[src/rtl/vga_timing_pkg.sv]
// Shared 640x480@60 Hz raster timing constants and the per-axis phase
// encoding used by the sync generator and its axis counters.
package vga_timing_pkg;

  localparam int CW = 10;  // position counter width, covers totals up to 1024
  localparam int FW = 8;   // frame counter width

  localparam int DEF_H_DISPLAY = 640;
  localparam int DEF_H_FRONT   = 16;
  localparam int DEF_H_SYNC    = 96;
  localparam int DEF_H_BACK    = 48;
  localparam int DEF_V_DISPLAY = 480;
  localparam int DEF_V_FRONT   = 10;
  localparam int DEF_V_SYNC    = 2;
  localparam int DEF_V_BACK    = 33;

  typedef enum logic [1:0] {
    PH_ACTIVE = 2'd0,
    PH_FRONT  = 2'd1,
    PH_SYNC   = 2'd2,
    PH_BACK   = 2'd3
  } phase_e;

  function automatic int axis_total(input int display, input int front,
                                    input int sync, input int back);
    return display + front + sync + back;
  endfunction

  localparam int DEF_H_TOTAL = axis_total(DEF_H_DISPLAY, DEF_H_FRONT, DEF_H_SYNC, DEF_H_BACK);
  localparam int DEF_V_TOTAL = axis_total(DEF_V_DISPLAY, DEF_V_FRONT, DEF_V_SYNC, DEF_V_BACK);

endpackage

[src/rtl/vga_axis_counter.sv]
// One raster axis: a position counter plus an ACTIVE/FRONT/SYNC/BACK phase
// FSM that steps whenever advance is high and wraps after the back porch.
module vga_axis_counter
  import vga_timing_pkg::*;
#(
  parameter int DISPLAY = DEF_H_DISPLAY,
  parameter int FRONT   = DEF_H_FRONT,
  parameter int SYNC    = DEF_H_SYNC,
  parameter int BACK    = DEF_H_BACK
) (
  input  logic          clk,
  input  logic          reset,
  input  logic          advance,
  output logic [CW-1:0] count,
  output phase_e        phase,
  output phase_e        next_phase,
  output logic          wrap
);

  localparam int TOTAL = axis_total(DISPLAY, FRONT, SYNC, BACK);
  localparam logic [CW-1:0] LAST_ACTIVE = CW'(DISPLAY - 1);
  localparam logic [CW-1:0] LAST_FRONT  = CW'(DISPLAY + FRONT - 1);
  localparam logic [CW-1:0] LAST_SYNC   = CW'(DISPLAY + FRONT + SYNC - 1);
  localparam logic [CW-1:0] LAST_BACK   = CW'(TOTAL - 1);

  logic [CW-1:0] count_q, count_d;
  phase_e        phase_q, phase_d;

  // wrap is combinational: high in the cycle whose next edge returns to 0,
  // so a downstream axis can step on that very same edge.
  always_comb begin
    count_d = count_q;
    phase_d = phase_q;
    wrap    = advance && (count_q == LAST_BACK);
    if (advance) begin
      count_d = wrap ? '0 : count_q + CW'(1);
      case (phase_q)
        PH_ACTIVE: if (count_q == LAST_ACTIVE) phase_d = PH_FRONT;
        PH_FRONT:  if (count_q == LAST_FRONT)  phase_d = PH_SYNC;
        PH_SYNC:   if (count_q == LAST_SYNC)   phase_d = PH_BACK;
        PH_BACK:   if (count_q == LAST_BACK)   phase_d = PH_ACTIVE;
        default:   phase_d = PH_BACK;
      endcase
    end
  end

  always_ff @(posedge clk) begin
    if (reset) begin
      count_q <= LAST_BACK;
      phase_q <= PH_BACK;
    end else begin
      count_q <= count_d;
      phase_q <= phase_d;
    end
  end

  assign count      = count_q;
  assign phase      = phase_q;
  assign next_phase = phase_d;

endmodule

[src/rtl/vga_hvsync_gen.sv]
// VGA raster timing generator: beam position, sync pulses, blanking flag,
// line/frame strobes and a completed-frame counter, all registered together.
module vga_hvsync_gen
  import vga_timing_pkg::*;
#(
  parameter int H_DISPLAY   = DEF_H_DISPLAY,
  parameter int H_FRONT     = DEF_H_FRONT,
  parameter int H_SYNC      = DEF_H_SYNC,
  parameter int H_BACK      = DEF_H_BACK,
  parameter int V_DISPLAY   = DEF_V_DISPLAY,
  parameter int V_FRONT     = DEF_V_FRONT,
  parameter int V_SYNC      = DEF_V_SYNC,
  parameter int V_BACK      = DEF_V_BACK,
  parameter bit SYNC_ACTIVE = 1'b0
) (
  input  logic          clk,
  input  logic          reset,
  output logic [CW-1:0] pix_x,
  output logic [CW-1:0] pix_y,
  output logic          display_on,
  output logic          hsync,
  output logic          vsync,
  output logic          line_start,
  output logic          frame_start,
  output logic [FW-1:0] frame_count,
  output phase_e        dbg_h_phase,
  output phase_e        dbg_v_phase
);

  localparam int H_TOTAL = axis_total(H_DISPLAY, H_FRONT, H_SYNC, H_BACK);
  localparam int V_TOTAL = axis_total(V_DISPLAY, V_FRONT, V_SYNC, V_BACK);
  localparam logic [CW-1:0] LAST_V_ACTIVE = CW'(V_DISPLAY - 1);

  if (H_TOTAL > 1024 || V_TOTAL > 1024) begin : g_bad_timing
    $error("vga_hvsync_gen: H_TOTAL/V_TOTAL must not exceed 1024");
  end

  phase_e h_next, v_next;
  logic   h_wrap, v_wrap;

  vga_axis_counter #(
    .DISPLAY(H_DISPLAY), .FRONT(H_FRONT), .SYNC(H_SYNC), .BACK(H_BACK)
  ) u_h_axis (
    .clk        (clk),
    .reset      (reset),
    .advance    (1'b1),
    .count      (pix_x),
    .phase      (dbg_h_phase),
    .next_phase (h_next),
    .wrap       (h_wrap)
  );

  vga_axis_counter #(
    .DISPLAY(V_DISPLAY), .FRONT(V_FRONT), .SYNC(V_SYNC), .BACK(V_BACK)
  ) u_v_axis (
    .clk        (clk),
    .reset      (reset),
    .advance    (h_wrap),
    .count      (pix_y),
    .phase      (dbg_v_phase),
    .next_phase (v_next),
    .wrap       (v_wrap)
  );

  logic          display_on_q, display_on_d;
  logic          hsync_q, hsync_d;
  logic          vsync_q, vsync_d;
  logic          line_start_q, line_start_d;
  logic          frame_start_q, frame_start_d;
  logic [FW-1:0] frame_count_q, frame_count_d;

  // Decoded from next-state phases so these flops land on the same edge as
  // the position counters they describe.
  always_comb begin
    display_on_d  = (h_next == PH_ACTIVE) && (v_next == PH_ACTIVE);
    hsync_d       = (h_next == PH_SYNC) ? SYNC_ACTIVE : ~SYNC_ACTIVE;
    vsync_d       = (v_next == PH_SYNC) ? SYNC_ACTIVE : ~SYNC_ACTIVE;
    line_start_d  = h_wrap;
    frame_start_d = v_wrap;
    frame_count_d = frame_count_q;
    if (h_wrap && (pix_y == LAST_V_ACTIVE)) frame_count_d = frame_count_q + FW'(1);
  end

  always_ff @(posedge clk) begin
    if (reset) begin
      display_on_q  <= 1'b0;
      hsync_q       <= ~SYNC_ACTIVE;
      vsync_q       <= ~SYNC_ACTIVE;
      line_start_q  <= 1'b0;
      frame_start_q <= 1'b0;
      frame_count_q <= '0;
    end else begin
      display_on_q  <= display_on_d;
      hsync_q       <= hsync_d;
      vsync_q       <= vsync_d;
      line_start_q  <= line_start_d;
      frame_start_q <= frame_start_d;
      frame_count_q <= frame_count_d;
    end
  end

  assign display_on  = display_on_q;
  assign hsync       = hsync_q;
  assign vsync       = vsync_q;
  assign line_start  = line_start_q;
  assign frame_start = frame_start_q;
  assign frame_count = frame_count_q;

endmodule

[config.mk]
export PLATFORM = sky130hd
export DESIGN_NAME = vga_hvsync_gen
export DESIGN_NICKNAME = d
export VERILOG_FILES = /design/src/rtl/vga_timing_pkg.sv /design/src/rtl/vga_axis_counter.sv /design/src/rtl/vga_hvsync_gen.sv
export SDC_FILE = /design/constraint.sdc
export NUM_CORES = 1
export LEC_CHECK = 0
export CORE_MARGIN = 5
export CORE_UTILIZATION = 35
export CTS_CLUSTER_SIZE = 30
export DETAILED_ROUTE_END_ITERATION = 8
export GPL_TIMING_DRIVEN = 0
export PLACE_DENSITY = 0.62
export SLEW_MARGIN = 0
export SYNTH_ARGS = -nofsm -noshare
export SYNTH_HDL_FRONTEND = slang
export SYNTH_SLANG_ARGS = --single-unit
[constraint.sdc]
create_clock -name clk -period 2.1 [get_ports clk]
set_clock_uncertainty 0.1 [all_clocks]
set_input_delay 0.42 -clock clk [delete_from_list [all_inputs] [get_ports clk]]
set_output_delay 0.42 -clock clk [all_outputs]
set_load 0.1 [all_outputs]
==> flow_metrics.env <==
export IMPL_outcome="finished clean"
export IMPL_maxCapViolCount=0
export IMPL_fillers=508
export IMPL_grt_met2_usage_pct=21.8
export IMPL_required_ns=1.58
export IMPL_yosysWarnings=0
export IMPL_worstPathArrival_ns=1.54
export IMPL_fmax_mhz=486
export IMPL_wirelength_um=4250
export IMPL_drc=0
export IMPL_holdPathStages=2
export IMPL_critical_path_cell_chain="dlygate4sd2_1"
export IMPL_critical_path_max_stage_delay_ns=0.87
export IMPL_synthCells=199
export IMPL_io_buffers=37
export IMPL_grt_max_degree=12
export IMPL_cts_buffer_depth=2
export IMPL_async_flop_share_pct=0
export IMPL_endpoint_kind="output port"
export IMPL_busiest_layer="met2"
export IMPL_firstDrtPassIters=4
export IMPL_hold_viol=0
export IMPL_avgRoutedWirePerCell_um=13.5
export IMPL_syn_nets=206
export IMPL_die_area_mm2=0.00659
export IMPL_drt_initial_drc_count=51
export IMPL_rows=26
export IMPL_tns_ns=0
export IMPL_grtUsageTotal_pct=14.1
export IMPL_ys_flop_type="dfxtp_1"
export IMPL_synth_edf_count=0
export IMPL_clk_latency_ns=0.28
export IMPL_clk_pin_slew_ns=0.07
export IMPL_grtUsageMet1_pct=18.7
export IMPL_drive_gt1_share_pct=25.8
export IMPL_crit_buf_inv=1
export IMPL_fin_ws_ns=0.0433
export IMPL_worstSetupPathDepth=1
export IMPL_min_path_type="reg2reg"
export IMPL_finalSetupViolCount=0
export IMPL_cts_tree="yes"
export IMPL_insertedDiodeCount=0
export IMPL_avgViaCountPerCell=5.02
export IMPL_grt_overflow_total=0
export IMPL_synth_cell_type_count=41
export IMPL_clock_root_buffer="clkbuf_8"
export IMPL_min_period_ns=2.06
export IMPL_cts_sinks=37
export IMPL_cts_made_buffers=5
export IMPL_syn_cell_area_mm2=0.00177
export IMPL_yosysSeqAreaShare_pct=41.8
export IMPL_die_h_um=81.2
export IMPL_tightest_slew_ns=0.966
export IMPL_grt_use_met3_pct=3.44
export IMPL_pin_count=39
export IMPL_core_area_mm2=0.00501
export IMPL_slew_headroom_pct=35.8
export IMPL_start_util_pct=35.4
export IMPL_die_w_um=81.2
export IMPL_pre_cts_ws_ns=-0.108
export IMPL_syn_avg_cell_area_um2=8.91
export IMPL_ant_nets=0
export IMPL_postSynthRegisterBits=37
export IMPL_dr_total_vias=1575
export IMPL_syn2layout_area_growth_pct=36.4
export IMPL_crit_fanout=5
export IMPL_num_nets_final=250
export IMPL_maxSlewViolCount=0
export IMPL_cp_slowest_cell="dlygate4sd2_1"
export IMPL_place_congestion=0.775
export IMPL_rsz0062_at_grt="true"
export IMPL_crit_family="buffers and inverters"
export IMPL_startpoint_type="flop"
export IMPL_htreeDepth=2
export IMPL_grt_pass1_vias=1497
export IMPL_grt_pass1_wl_um=7270
export IMPL_dp_hpwl_um=3120
export IMPL_antenna_found_initial=0
export IMPL_post_route_period_util_pct=97.9
export IMPL_worst_r2r_cell_count=8
export IMPL_path_class="reg2out"
[through the flow]
step | cells | hold WS (ns) | cell area, um2 | utilization (%)
2_1_floorplan | 199 | 0.522 | 1880 | -
3_3_place_gp | 306 | 0.371 | 2340 | 46.8
3_5_place_dp | 306 | 0.387 | 2340 | 46.8
4_1_cts | 314 | 0.394 | 2420 | 48.2
5_1_grt | 314 | 0.409 | 2420 | 48.3
6_report | 314 | 0.388 | 2420 | 48.3
[cell usage after synthesis (all sizes together) (3+ instances only)]
cell | number | area share [%]
or3 | 5 | 2.0
nor4b | 3 | 2.7
o211ai | 3 | 1.3
a31oi | 5 | 1.8
ha | 5 | 3.5
and3 | 5 | 1.8
clkbuf | 3 | 0.64
o21ai | 9 | 2.5
dfxtp | 37 | 42
xor2 | 10 | 4.9
nor3 | 6 | 1.7
inv | 5 | 1.1
nand2 | 19 | 4.0
nor4 | 3 | 2.3
o31ai | 3 | 1.3
nand3 | 12 | 4.1
xnor2 | 6 | 3.0
a21oi | 7 | 2.0
nand4 | 12 | 4.2
nor2 | 18 | 3.8
buf | 6 | 2.0
[per-layer routing]
layer	vias to the layer above	share of wire, %
li1	811	-
met1	733	49
met5	-	0
met4	0	1.7
met2	25	47
met3	6	3.1
[worst paths after layout]
path                                                    from                          end  slack [ns]
worst min register to register   frame_count[7]$_SDFFE_PP0P_  frame_count[7]$_SDFFE_PP0P_        0.39
worst min-delay path             frame_count[7]$_SDFFE_PP0P_  frame_count[7]$_SDFFE_PP0P_        0.39
worst max register to register  u_h_axis.count[0]$_SDFF_PP1_             hsync$_SDFF_PP1_        0.09
worst max-delay path             frame_count[5]$_SDFFE_PP0P_               frame_count[5]        0.04
[final cells by class]
cell class                 count  area (um2)  area share, %
timing repair buffer          38         317           13.1
buffer                         8        65.1           2.69
multi-input combinational    148        1040           43.1
tap                           70        87.6           3.62
sequential                    37         798           33.0
inverter                       5        18.8          0.776
clock buffer                   8        90.1           3.72
[tightest hold or removal path, cell delays in order, from the launching register on]
cell and delay (ns):
dfxtp_1 0.32, o31ai_1 0.06, a21oi_1 0.06
[cells in the final DEF (no fill, tap or decap), drive strengths merged, types with 2 or more instances in the layout]
cell and count:
inv 5, or3 5, or2 2, xor2 10, nand3 12, nor4b 3, clkbuf 19, nand2 19
o21ai 9, nor4 3, nor3 6, dfxtp 37, ha 5, xnor2 6, dlygate4sd2 20, a21oi 7
nand4 12, o211ai 3, a31oi 5, buf 6, and3 5, nand4b 2, o31ai 3, clkdlybuf4s15 9
or4 2, nor2 18, nand2b 2
[repair_timing]
action	4_1_cts	5_1_grt
gates resized for setup	51	23
hold buffers	0	0
setup endpoints to repair	41	25
pin swaps	2	0
buffers inserted	1	0
[cells by family (layout without fill, tap and decap cells)]
| family | Yosys count | after routing | share of synthesized area, % |
|---|---|---|---|
| DFF | 37 | 37 | 41.8 |
| and+or+nand+nor | 97 | 97 | 32.7 |
| adders and majority gates | 5 | 5 | 3.53 |
| buffers and inverters | 14 | 59 | 3.67 |
| xor gates and xnor gates | 16 | 16 | 7.90 |
| AOI/OAI and AO/OA | 30 | 30 | 10.4 |
[registers in the layout, summed over array words and instances (netlist names)]
register	count
u_v_axis.phase	2
u_h_axis.phase	2
hsync	1
frame_count	8
display_on	1
u_v_axis.count	10
u_h_axis.count	10
vsync	1
frame_start	1
line_start	1
Power is left out: the tool's default activity adds up to more than one toggle a clock period on the data nets, which glitch-free logic cannot reach.
